**config.mk**
```make
export PLATFORM = sky130hd
export DESIGN_NAME = alu_seq_unit
export DESIGN_NICKNAME = d
export VERILOG_FILES = /design/src/rtl/alu_seq_unit.sv
export SDC_FILE = /design/constraint.sdc
export NUM_CORES = 1
export LEC_CHECK = 0
export ABC_AREA = 1
export CORE_UTILIZATION = 30
export CTS_CLUSTER_SIZE = 16
export DETAILED_ROUTE_END_ITERATION = 8
export HOLD_SLACK_MARGIN = 0.08
export PLACE_DENSITY = 0.5
export SYNTH_ARGS = -nofsm -noshare
export SYNTH_HDL_FRONTEND = slang
export SYNTH_SLANG_ARGS = --single-unit
```
**constraint.sdc**
```tcl
create_clock -name i_clk -period 1.73 [get_ports i_clk]
set_input_delay 0.173 -clock i_clk [delete_from_list [all_inputs] [get_ports i_clk]]
set_output_delay 0.173 -clock i_clk [all_outputs]
set_load 0.02 [all_outputs]
```
**src/rtl/alu_seq_unit.sv**
```systemverilog
// Handshaked RV32I ALU responder; shifts are serial unless
// ALU_SEQ_BARREL_SHIFT_EN is defined, which computes them in one step.
module alu_seq_unit #(
   parameter int DATA_WIDTH = 32
) (
   input  logic                  i_clk,
   input  logic                  i_rst_n,
   input  logic                  i_valid,
   output logic                  o_ready,
   input  logic [5:0]            i_alu_op,
   input  logic [DATA_WIDTH-1:0] i_a,
   input  logic [DATA_WIDTH-1:0] i_b,
   output logic                  o_valid,
   input  logic                  i_ready,
   output logic [DATA_WIDTH-1:0] o_c
);

   localparam logic [5:0] OP_ALU_NOP  = 6'd0;
   localparam logic [5:0] OP_ALU_ADD  = 6'd1;
   localparam logic [5:0] OP_ALU_SUB  = 6'd2;
   localparam logic [5:0] OP_ALU_AND  = 6'd3;
   localparam logic [5:0] OP_ALU_OR   = 6'd4;
   localparam logic [5:0] OP_ALU_XOR  = 6'd5;
   localparam logic [5:0] OP_ALU_SLT  = 6'd6;
   localparam logic [5:0] OP_ALU_SLTU = 6'd7;
   localparam logic [5:0] OP_ALU_SLL  = 6'd8;
   localparam logic [5:0] OP_ALU_SRL  = 6'd9;
   localparam logic [5:0] OP_ALU_SRA  = 6'd10;

   typedef enum logic [1:0] {
      S_IDLE  = 2'd0,
`ifndef ALU_SEQ_BARREL_SHIFT_EN
      S_SHIFT = 2'd1,
`endif
      S_DONE  = 2'd2
   } state_t;

   state_t                state_q, state_d;
   logic [DATA_WIDTH-1:0] res_q, res_d;

   function automatic logic [DATA_WIDTH-1:0] alu_fn(
      input logic [5:0]            op,
      input logic [DATA_WIDTH-1:0] a,
      input logic [DATA_WIDTH-1:0] b
   );
      logic [DATA_WIDTH-1:0] r;
`ifdef ALU_SEQ_BARREL_SHIFT_EN
      logic [4:0] sh;
      sh = b[4:0];
`endif
      r = '0;
      case (op)
         OP_ALU_ADD:  r = a + b;
         OP_ALU_SUB:  r = a - b;
         OP_ALU_AND:  r = a & b;
         OP_ALU_OR:   r = a | b;
         OP_ALU_XOR:  r = a ^ b;
         OP_ALU_SLT:  r = {{(DATA_WIDTH-1){1'b0}}, $signed(a) < $signed(b)};
         OP_ALU_SLTU: r = {{(DATA_WIDTH-1){1'b0}}, a < b};
`ifdef ALU_SEQ_BARREL_SHIFT_EN
         OP_ALU_SLL:  r = a << sh;
         OP_ALU_SRL:  r = a >> sh;
         OP_ALU_SRA:  r = $unsigned($signed(a) >>> sh);
`endif
         default:     r = '0;
      endcase
      return r;
   endfunction

`ifndef ALU_SEQ_BARREL_SHIFT_EN
   logic [4:0] cnt_q, cnt_d;
   logic [5:0] op_q, op_d;
   logic       fill_q, fill_d;
   logic       is_shift;

   assign is_shift = (i_alu_op == OP_ALU_SLL) ||
                     (i_alu_op == OP_ALU_SRL) ||
                     (i_alu_op == OP_ALU_SRA);
`endif

   always_comb begin
      state_d = state_q;
      res_d   = res_q;
`ifndef ALU_SEQ_BARREL_SHIFT_EN
      cnt_d   = cnt_q;
      op_d    = op_q;
      fill_d  = fill_q;
`endif
      case (state_q)
         S_IDLE: begin
            if (i_valid) begin
`ifdef ALU_SEQ_BARREL_SHIFT_EN
               res_d   = alu_fn(i_alu_op, i_a, i_b);
               state_d = S_DONE;
`else
               if (is_shift) begin
                  res_d  = i_a;
                  op_d   = i_alu_op;
                  fill_d = i_a[DATA_WIDTH-1];
                  if (i_b[4:0] == 5'd0) begin
                     state_d = S_DONE;
                  end else begin
                     cnt_d   = i_b[4:0];
                     state_d = S_SHIFT;
                  end
               end else begin
                  res_d   = alu_fn(i_alu_op, i_a, i_b);
                  state_d = S_DONE;
               end
`endif
            end
         end
`ifndef ALU_SEQ_BARREL_SHIFT_EN
         S_SHIFT: begin
            case (op_q)
               OP_ALU_SLL: res_d = {res_q[DATA_WIDTH-2:0], 1'b0};
               OP_ALU_SRA: res_d = {fill_q, res_q[DATA_WIDTH-1:1]};
               default:    res_d = {1'b0, res_q[DATA_WIDTH-1:1]};
            endcase
            cnt_d = cnt_q - 5'd1;
            // count still holds the pre-decrement value on the last shift
            if (cnt_q == 5'd1) state_d = S_DONE;
         end
`endif
         S_DONE: begin
            if (i_ready) state_d = S_IDLE;
         end
         default: state_d = S_IDLE;
      endcase
   end

   always_ff @(posedge i_clk or negedge i_rst_n) begin
      if (!i_rst_n) begin
         state_q <= S_IDLE;
         res_q   <= '0;
`ifndef ALU_SEQ_BARREL_SHIFT_EN
         cnt_q   <= 5'd0;
         op_q    <= OP_ALU_NOP;
         fill_q  <= 1'b0;
`endif
      end else begin
         state_q <= state_d;
         res_q   <= res_d;
`ifndef ALU_SEQ_BARREL_SHIFT_EN
         cnt_q   <= cnt_d;
         op_q    <= op_d;
         fill_q  <= fill_d;
`endif
      end
   end

   assign o_ready = (state_q == S_IDLE);
   assign o_valid = (state_q == S_DONE);
   assign o_c     = res_q;

endmodule

```
Yosys cells after proc, flatten, opt, wreduce, memory -nomap -nowiden
Cells that the tools add are included.
{"block": "totals", "regBits": 46, "output_inout_bits": 34}
{"block": "classes", "n_eq_ne": 20, "n_lt_le_gt_ge": 2, "reduce_logical": 9, "n_bitwise": 3, "addsub": 3, "muxes": 15}
{"cell": "$pmux 32 s7", "count": 1}
{"cell": "$pmux 32 s2", "count": 2}
{"cell": "$lt 32x32->1", "count": 2}
{"cell": "$mux 32", "count": 2}
{"cell": "$add 32x32->32", "count": 1}
{"cell": "$and 32x32->32", "count": 1}
{"cell": "$or 32x32->32", "count": 1}
{"cell": "$sub 32x32->32", "count": 1}
{"cell": "$xor 32x32->32", "count": 1}
{"cell": "$eq 6x4->1 const B", "count": 5}
{"cell": "$eq 6x3->1 const B", "count": 4}
{"cell": "$mux 5", "count": 3}
{"cell": "$eq 6x2->1 const B", "count": 2}
{"cell": "$mux 2", "count": 5}
{"cell": "$pmux 5 s2", "count": 1}
{"cell": "$eq 6x1->1 const B", "count": 1}
{"cell": "$ne 2x2->1 const B", "count": 3}
{"cell": "$pmux 2 s3", "count": 1}
{"cell": "$reduce_and 3->1", "count": 2}
{"cell": "$eq 5x1->1 const B", "count": 1}
{"cell": "$logic_not 5->1", "count": 1}
{"cell": "$sub 5x1->5 const B", "count": 1}
{"cell": "$ne 2x1->1 const B", "count": 2}
{"cell": "$reduce_and 4->1", "count": 1}
{"cell": "other kinds (6)", "count": 7}

Logic depth before layout (Yosys ltp)
Gate-level depths: netlist of the first run.
{"block": "depth", "depth_word": 6, "mapped_depth": 18}

Least setup slack after synthesis of the first run
Ideal clock, no wire load.
{"block": "synth_path", "kind": "reg2reg", "startpoint": "register state_q[0]", "endpoint": "register cnt_q[3]", "path_slack_ns": -0.189, "stages_incl_launch_ff": 7, "arrival_ns": 1.794, "period_less_slack_ns": 1.919, "t_required_ns": 1.605, "n_path_buf": 0, "cell_sequence": "dfrtp_1 > nor2_1 > nand2_2 > nand2_2 > inv_2 > a21oi_4 > mux2_2"}
{"block": "synth_between", "elab_chain_cells": 3, "word_cells_on_any_way": 8, "classes_between": "4 x eq/ne; 1 x mux; 3 x reduce/logical"}
{"item": "start, declared", "line_no": "38", "text": "state_t state_q, state_d;"}
{"item": "start signal, assigned", "line_no": "142", "text": "state_q <= state_d;"}
{"item": "$logic_not 2->1 (*)"}
{"item": "named net o_ready", "line_no": "9", "text": "output logic o_ready,"}
{"item": "$ne 2x2->1 (no source line), or another cell as far along"}
{"item": "$reduce_and 4->1 (no source line)"}
{"item": "end signal, assigned", "line_no": "145", "text": "cnt_q <= cnt_d;"}
{"item": "end, declared", "line_no": "71", "text": "logic [4:0] cnt_q, cnt_d;"}
The timed path passes the listed nets; every way through them passes the cells marked *.
A chain may end at the register's enable or synchronous reset.

Worst setup path after layout of the first run
{"block": "layout_path", "startpoint": "input port i_b[18]", "endpoint": "register res_q[21] (netlist: o_c[21])"}
{"block": "layout_between", "elab_chain_cells": 5, "word_cells_on_any_way": 6, "classes_between": "2 x add/sub; 4 x mux"}
{"item": "start, declared", "line_no": "12", "text": "input logic [DATA_WIDTH-1:0] i_b,"}
{"item": "$sub 32x32->32 / $add 32x32->32 (equally long branches)", "line_no": "54, 53"}
{"item": "$pmux 32 s7 (*)", "line_no": "52", "text": "case (op)"}
{"item": "$mux 32 (*)", "line_no": "96", "text": "if (is_shift) begin"}
{"item": "$mux 32 (*)", "line_no": "91", "text": "if (i_valid) begin"}
{"item": "$pmux 32 s2 (*)", "line_no": "89", "text": "case (state_q)"}
{"item": "end signal, assigned", "line_no": "143", "text": "res_q <= res_d;"}
{"item": "end, declared", "line_no": "39", "text": "logic [DATA_WIDTH-1:0] res_q, res_d;"}
Mark *: on every way between the ends. The rest lies on a longest branch, timed or not. The select of a mux whose other input is x is not followed.

==> flow_summary_export.csv, run 1 <==
group,metric,value,unit
logic_synthesis,synth_area,9480,um^2
global_routing,grtUsageTotal,27.5,%
logic_synthesis,async_flop_share,100,%
floorplan,start_util,30.8,%
global_routing,grt_pass1_wl,70000,um
setup_path,reg2reg_depth,7,
placed_design,dpl_cell_area,13600,um^2
logic_synthesis,synthTopCellsByArea,"nand2_1 20%, ha_1 15%, inv_1 14%",
clocking,htree_levels,2,
setup_path,r2r_start,"op_q[5]",
logic_synthesis,synth_top_cell_by_area,"nand2_1",
logic_synthesis,yosys_warnings,0,
floorplan,ios,108,
detailed_routing,antenna_left,0,
logic_synthesis,ys_ff_latch,46,
sta,slew_headroom,57.5,%
logic_synthesis,seq_area_frac_synth,12.1,%
floorplan,die_y,180,um
worst_hold_path,hp-start,"i_b[2]",
detailed_routing,drt-initial-drc-count,615,
logic_synthesis,yosysTopAreaCellShare,19.8,%
power_and_ir_drop,max-vdd-ir-drop,0.445,mV
sta,setup_viol,18,
detailed_routing,firstDrtPassIters,7,
setup_path,cp.required,1.91,ns
sta,max_freq,530,MHz
outcome,status,"finished, violations left",
sta,fin_ws,-0.157,ns
logic_synthesis,synth.area.mux_share,0.119,%
setup_path,cp-start-kind,"input port",
sta,rsz0062_at_grt,"true",
logic_synthesis,synth_top_family_by_area,"simple AND/OR/NAND/NOR gates",
detailed_routing,wire_per_inst,17.3,um
floorplan,core,30800,um^2
logic_synthesis,synth_xor_xnor_area_share,0,%
clocking,cts.sinks,46,
setup_path,endpoint_kind,"flip-flop",
placed_design,finalWeightedCongestion,1.01,
detailed_routing,wl,45300,um
setup_path,worstPathMaxFanout,6,
power_and_ir_drop,power_density,546,nW/um^2
floorplan,die_w,180,um
sta,finalCritPeriodShare,109,%
detailed_routing,num_vias,12760,
power_and_ir_drop,total_power,9.57,mW
worst_hold_path,hold_class,"in -> reg",
final_layout,nNetsFinal,2413,
setup_path,rr_endpoint,"o_c[9]",
placed_design,dpl.hpwl,35300,um
logic_synthesis,synth_enable_flop_cells,0,
worst_hold_path,holdPathEnd,"cnt_q[2]",
placed_design,io_buffers,107,
power_and_ir_drop,leakage,8.92,nW
logic_synthesis,avgSynthCellArea,5.52,um^2
sta,report.final.slew_viol_count,0,
sta,tns,-1.04,ns
global_routing,grt_max_degree,49,
global_routing,antenna_found_initial,0,
worst_hold_path,whs_path_depth,4,
setup_path,crit_type,"in -> reg",
logic_synthesis,synthCells,1718,
global_routing,grt_pass1_vias,12771,
setup_path,regToRegSetupSlack,0.17,ns
final_layout,syn_to_final_growth,84.9,%
sta,worst_pin_slew,0.638,ns
clocking,clkTransAtPathRegs,0.07,ns
detailed_routing,drc,4,
outcome,violations,"design-rule violations, negative setup slack",
clocking,clk_latency,0.29,ns
logic_synthesis,syn_nets,1909,
sta,period_needed,1.89,ns
global_routing,grt_overflow_total,0,
clocking,cts_tree,"done",
clocking,clockRootBuffer,"clkbuf_16",
floorplan,rows,64,
logic_synthesis,synthDistinctLibCells,44,
sta,hold_ws,0.376,ns
logic_synthesis,synth_compound_area_share,17.3,%
floorplan,die_area,32300,um^2
clocking,cts_buffer_depth,2,
final_layout,antenna_cells,0,
sta,hold_viol_final,0,
sta,skew,0.00609,ns
clocking,cts_made_buffers,5,
logic_synthesis,synth_flop_cell,"dfrtp_1",
logic_synthesis,synth_fa_ha_area_share,15.6,%
final_layout,drive_above_1_share,52.7,%
setup_path,critical_path_arrival,2.06,ns
flow_run,maxCapViolCount,0,
final_layout,fin_area,17500,um^2
detailed_routing,via_per_inst,4.87,
logic_synthesis,yosys.area_share.simple,37.7,%
## how the worst max path moves through the flow
stage                     from  endpoint  slack (ns)  cells after the start
CTS                    i_a[10]   o_c[15]       -0.10                     17
detailed placement      i_a[7]   o_c[15]       -1.13                     15
floorplan           state_q[0]  cnt_q[3]       0.003                      6
global route           i_b[18]   o_c[21]       -0.23                     17
global placement        i_a[6]    o_c[7]       -1.13                     14
finish                 i_b[18]   o_c[21]       -0.16                     17
## flip-flops by register name, indices dropped and copies added (netlist names)
register / count
o_c: 32
cnt_q: 5
fill_q: 1
state_q: 2
op_q: 6
## report_power, final
group	switching (mW)	internal [mW]
Clock	0.423	0.523
Sequential	0.461	1.48
Combinational	3.57	3.11
## synth_stat cells, types with 3 or more instances
master / n
nand2_1: 501
inv_1: 346
nor2_1: 160
nand3_1: 122
ha_1: 115
o21ai_0: 109
a21oi_1: 92
dfrtp_1: 46
nand4_1: 25
buf_2: 23
or2_2: 20
o22ai_1: 18
o211ai_1: 15
clkbuf_1: 13
buf_4: 10
a21boi_1: 9
nor3_1: 9
inv_2: 8
o21bai_1: 7
and3_1: 6
nor2_2: 6
o21ai_1: 6
a221oi_1: 5
o2111ai_1: 5
a2bb2oi_1: 4
clkbuf_2: 4
a31oi_1: 3
buf_1: 3
buf_6: 3
nand2_2: 3
nand3_2: 3
## per-stage QoR
step / worst slack [ns] / util [%] / cells
3_3_place_gp: -1.13 / 44.0 / 2519
6_report: -0.157 / 56.9 / 2618
5_1_grt: -0.232 / 56.9 / 2618
2_1_floorplan: 0.00273 / - / 1718
4_1_cts: -0.104 / 53.4 / 2599
3_5_place_dp: -1.13 / 44.0 / 2519
## layer usage
layer  part of all wire [%]  routed length [um]  track usage (%)  vias to the layer above
met5                      0                   0                0                        -
met4                    5.6                2540             13.5                        0
met3                    3.3                1510             2.35                       98
met2                     49               22100             48.5                      300
met1                     42               19100             33.6                     5971
li1                       -                   -                -                     6391
## worst max-delay path, cell delays in order
cell      delay (ns)
buf_6           0.09
inv_2           0.07
ha_4            0.22
buf_6           0.14
nor2_4          0.10
inv_2           0.06
buf_4           0.15
nor2_4          0.13
nand2_1         0.07
nand2_2         0.12
inv_2           0.05
nand2_1         0.07
nand2_1         0.06
nand3_1         0.09
nand4_1         0.24
nand2_1         0.17
a21boi_1        0.07
## kinds of logic after synthesis
group,Yosys count
and+or+nand+nor,858
buffers and inverters,410
AOI/OAI and AO/OA,286
adders and majority gates,117
DFF,46
muxes,1
## area by class of cell
type,instances,area [um^2]
fillers,3016,13300
multi-input cells,1262,9430
repair buffers,553,4910
inverters,354,1410
flip-flops and latches,46,1150
well taps,396,495
clock buffers,5,125
clock inverters,2,10.0
## cell usage in the layout (no fill, tap or decap), types with 9 or more instances in the layout
| cell | synthesis | layout |
|---|---|---|
| buf_6 | 3 | 99 |
| clkdlybuf4s15_2 | 0 | 10 |
| nand4_1 | 25 | 25 |
| a21oi_1 | 92 | 40 |
| nand3_2 | 3 | 46 |
| buf_2 | 23 | 9 |
| nor2_1 | 160 | 82 |
| nand3_1 | 122 | 63 |
| o211ai_1 | 15 | 15 |
| a21oi_4 | 1 | 17 |
| inv_4 | 0 | 25 |
| nor2_4 | 2 | 48 |
| clkdlybuf4s50_1 | 0 | 34 |
| ha_2 | 0 | 20 |
| nand2_1 | 501 | 297 |
| inv_1 | 346 | 215 |
| ha_1 | 115 | 60 |
| or2_2 | 20 | 20 |
| dfrtp_1 | 46 | 45 |
| ha_4 | 0 | 35 |
| inv_2 | 8 | 110 |
| o21ai_1 | 6 | 19 |
| o21ai_0 | 109 | 79 |
| nand3_4 | 0 | 16 |
| a21oi_2 | 2 | 38 |
| o21ai_2 | 1 | 13 |
| buf_12 | 0 | 12 |
| nand2_2 | 3 | 151 |
| nand2_4 | 0 | 53 |
| nor2_2 | 6 | 38 |
| dlygate4sd2_1 | 0 | 17 |
| o22ai_1 | 18 | 14 |
| buf_4 | 10 | 352 |
## repair_timing
item	in CTS	in global routing
hold buffers	1	0
gates resized for setup	911	273
buffers inserted	75	22
endpoints found under the setup margin	38	33
hold endpoints to repair	46	0
gates cloned	2	0
pin swaps	240	168
Power figures use the tool's default switching activity.
==> run 2, diff against run 1 <==
Settings changed: REMOVE_ABC_BUFFERS set to 1.
==> run 2 against run 1 <==
Net effect: the flow still finishes with violations (design-rule violations, negative setup slack); total power rose by 2.7%; setup slack improved by 0.021 ns; final cell count fell by 0.11%; global-route usage rose by 0.15 points; sequential power barely moved; fmax rose by 1.1%; largest power group unchanged; highest routed layer unchanged.
==> flow_summary_export.csv, run 2 (synthesis gave the netlist of run 1 again) <==
group,metric,value,unit
sta,slew_headroom,57.3,%
outcome,status,"finished, violations left",
floorplan,start_util,30.8,%
final_layout,fin_util,58.1,%
detailed_routing,wl,45700,um
detailed_routing,drt-initial-drc-count,745,
floorplan,ios,108,
flow_run,maxCapViolCount,0,
power_and_ir_drop,max-vdd-ir-drop,0.498,mV
floorplan,die_w,180,um
setup_path,cp-start-kind,"input port",
setup_path,critical_path_arrival,2.05,ns
final_layout,layout_common_cells,"350 x buf_4, 249 x nand2_1, 198 x inv_1",
sta,hold_viol_final,0,
sta,worst_pin_slew,0.640,ns
detailed_routing,drc,4,
sta,fin_ws,-0.136,ns
global_routing,grt_max_degree,50,
sta,max_freq,536,MHz
setup_path,endpoint_kind,"flip-flop",
detailed_routing,via_per_inst,4.97,
setup_path,r2r_start,"state_q[0]",
final_layout,nFillCells,2922,
clocking,clkTransAtPathRegs,0.07,ns
final_layout,nNetsFinal,2409,
outcome,violations,"design-rule violations, negative setup slack",
setup_path,startpoint,"i_a[0]",
placed_design,place_inst,2506,
setup_path,cp.required,1.92,ns
detailed_routing,firstDrtPassIters,9,
final_layout,antenna_cells,0,
power_and_ir_drop,power_density,549,nW/um^2
sta,finalCritPeriodShare,108,%
power_and_ir_drop,leakage,9.14,nW
sta,period_needed,1.87,ns
global_routing,grt_pass1_vias,13120,
clocking,cts_tree,"done",
clocking,clk_latency,0.30,ns
detailed_routing,num_vias,13005,
final_layout,syn_to_final_growth,88.9,%
clocking,cts.sinks,46,
clocking,cts_made_buffers,5,
final_layout,drive_above_1_share,55.5,%
worst_hold_path,hold_class,"in -> reg",
clocking,clockRootBuffer,"clkbuf_16",
final_layout,instances_no_fill,2615,
detailed_routing,wire_per_inst,17.5,um
global_routing,antenna_found_initial,0,
placed_design,io_buffers,107,
placed_design,finalWeightedCongestion,0.973,
floorplan,core,30800,um^2
setup_path,worstPathMaxFanout,4,
floorplan,rows,64,
detailed_routing,antenna_left,0,
global_routing,grt_overflow_total,0,
floorplan,die_area,32300,um^2
global_routing,grtUsageTotal,27.7,%
sta,skew,0.00357,ns
global_routing,grt_pass1_wl,70700,um
floorplan,die_y,180,um
placed_design,dpl.hpwl,35100,um
clocking,cts_buffer_depth,2,
final_layout,layout_commonest_cell,"buf_4",
sta,setup_viol,25,
sta,report.final.slew_viol_count,0,
final_layout,seq_area,1150,um^2
final_layout,multi_input_area,9850,um^2
setup_path,crit_type,"in -> reg",
clocking,htree_levels,2,
sta,rsz0062_at_grt,"true",
final_layout,largest_reg_flops,32,
worst_hold_path,hp-start,"i_b[1]",
## run 2: cell types whose count changed in the layout (fill, tap and decap cells not counted), sizes merged
cell | previous run | this run
clkdlybuf4s15 | 14 | 1
buf | 480 | 492
clkbuf | 9 | 13
dlygate4sd2 | 17 | 14
bufbuf | 2 | 0
clkdlybuf4s50 | 34 | 35
clkinv | 2 | 1
dlymetal6s2s | 1 | 0
## run 2: repair_timing
| action | in CTS | in global routing |
|---|---|---|
| buffers inserted | 75 | 30 |
| endpoints found under the hold margin | 46 | 0 |
| gates cloned | 0 | 0 |
| hold buffers | 1 | 0 |
| pin swaps | 270 | 254 |
| endpoints found under the setup margin | 38 | 33 |
| resized for setup | 1009 | 317 |
## run 2: worst max-delay path, cell delays in order
cell	delay [ns]
buf_8	0.09
inv_4	0.04
ha_4	0.15
fa_2	0.35
inv_2	0.08
buf_4	0.11
nand3_4	0.09
nand3_4	0.14
nand2_4	0.06
nand2_4	0.10
nand2_2	0.06
nand3_1	0.06
nand2_1	0.05
nand3_1	0.07
nand4_1	0.22
nand2_1	0.14
a21boi_1	0.07
## run 2: area by class of cell
type	count	area share (%)
Clock inverter	1	0.0279
Multi-Input combinational cell	1262	55.0
Clock buffer	7	0.796
Inverter	354	7.86
Sequential cell	46	6.43
Tap cell	396	2.77
Timing Repair Buffer	549	27.1
## run 2: stage by stage
stage          hold WS, ns  TNS (ns)  worst slack [ns]  cell area [um^2]  power [mW]
3_3_place_gp         0.320    -34.59             -1.32             13400        6.95
4_1_cts              0.258     -1.18            -0.126             16600        9.25
2_1_floorplan       -0.123    -44.62             -1.59              9180        4.33
6_report             0.271     -1.20            -0.136             17900        9.83
3_5_place_dp         0.324    -35.56             -1.30             13400        6.97
5_1_grt              0.296     -3.67            -0.226             17900        10.5
## run 2: path summary, 6_finish.rpt
path / end / slack (ns) / depth (start not counted)
worst min-delay path: cnt_q[1] / 0.27 / 4
worst min register to register: op_q[3] / 0.47 / 2
min in group asynchronous: state_q[1] / 0.51 / 3
worst max register to register: o_c[14] / 0.07 / 7
max in group asynchronous: o_c[21] / 0.78 / 3
worst max-delay path: o_c[18] / -0.14 / 17
## run 2: routing by layer
| metal | part of all wire (%) | track usage, % | vias to the layer above |
|---|---|---|---|
| met5 | 0 | 0 | - |
| met3 | 3.7 | 2.27 | 97 |
| met2 | 49 | 48.9 | 379 |
| met1 | 42 | 34.0 | 6131 |
| li1 | - | - | 6398 |
| met4 | 5.4 | 12.8 | 0 |
## run 2: power breakdown
| group | total [mW] | switching [mW] | internal, mW |
|---|---|---|---|
| logic | 6.88 | 3.68 | 3.19 |
| clock network | 1.02 | 0.443 | 0.575 |
| registers | 1.93 | 0.449 | 1.48 |
| total | 9.83 | 4.58 | 5.25 |
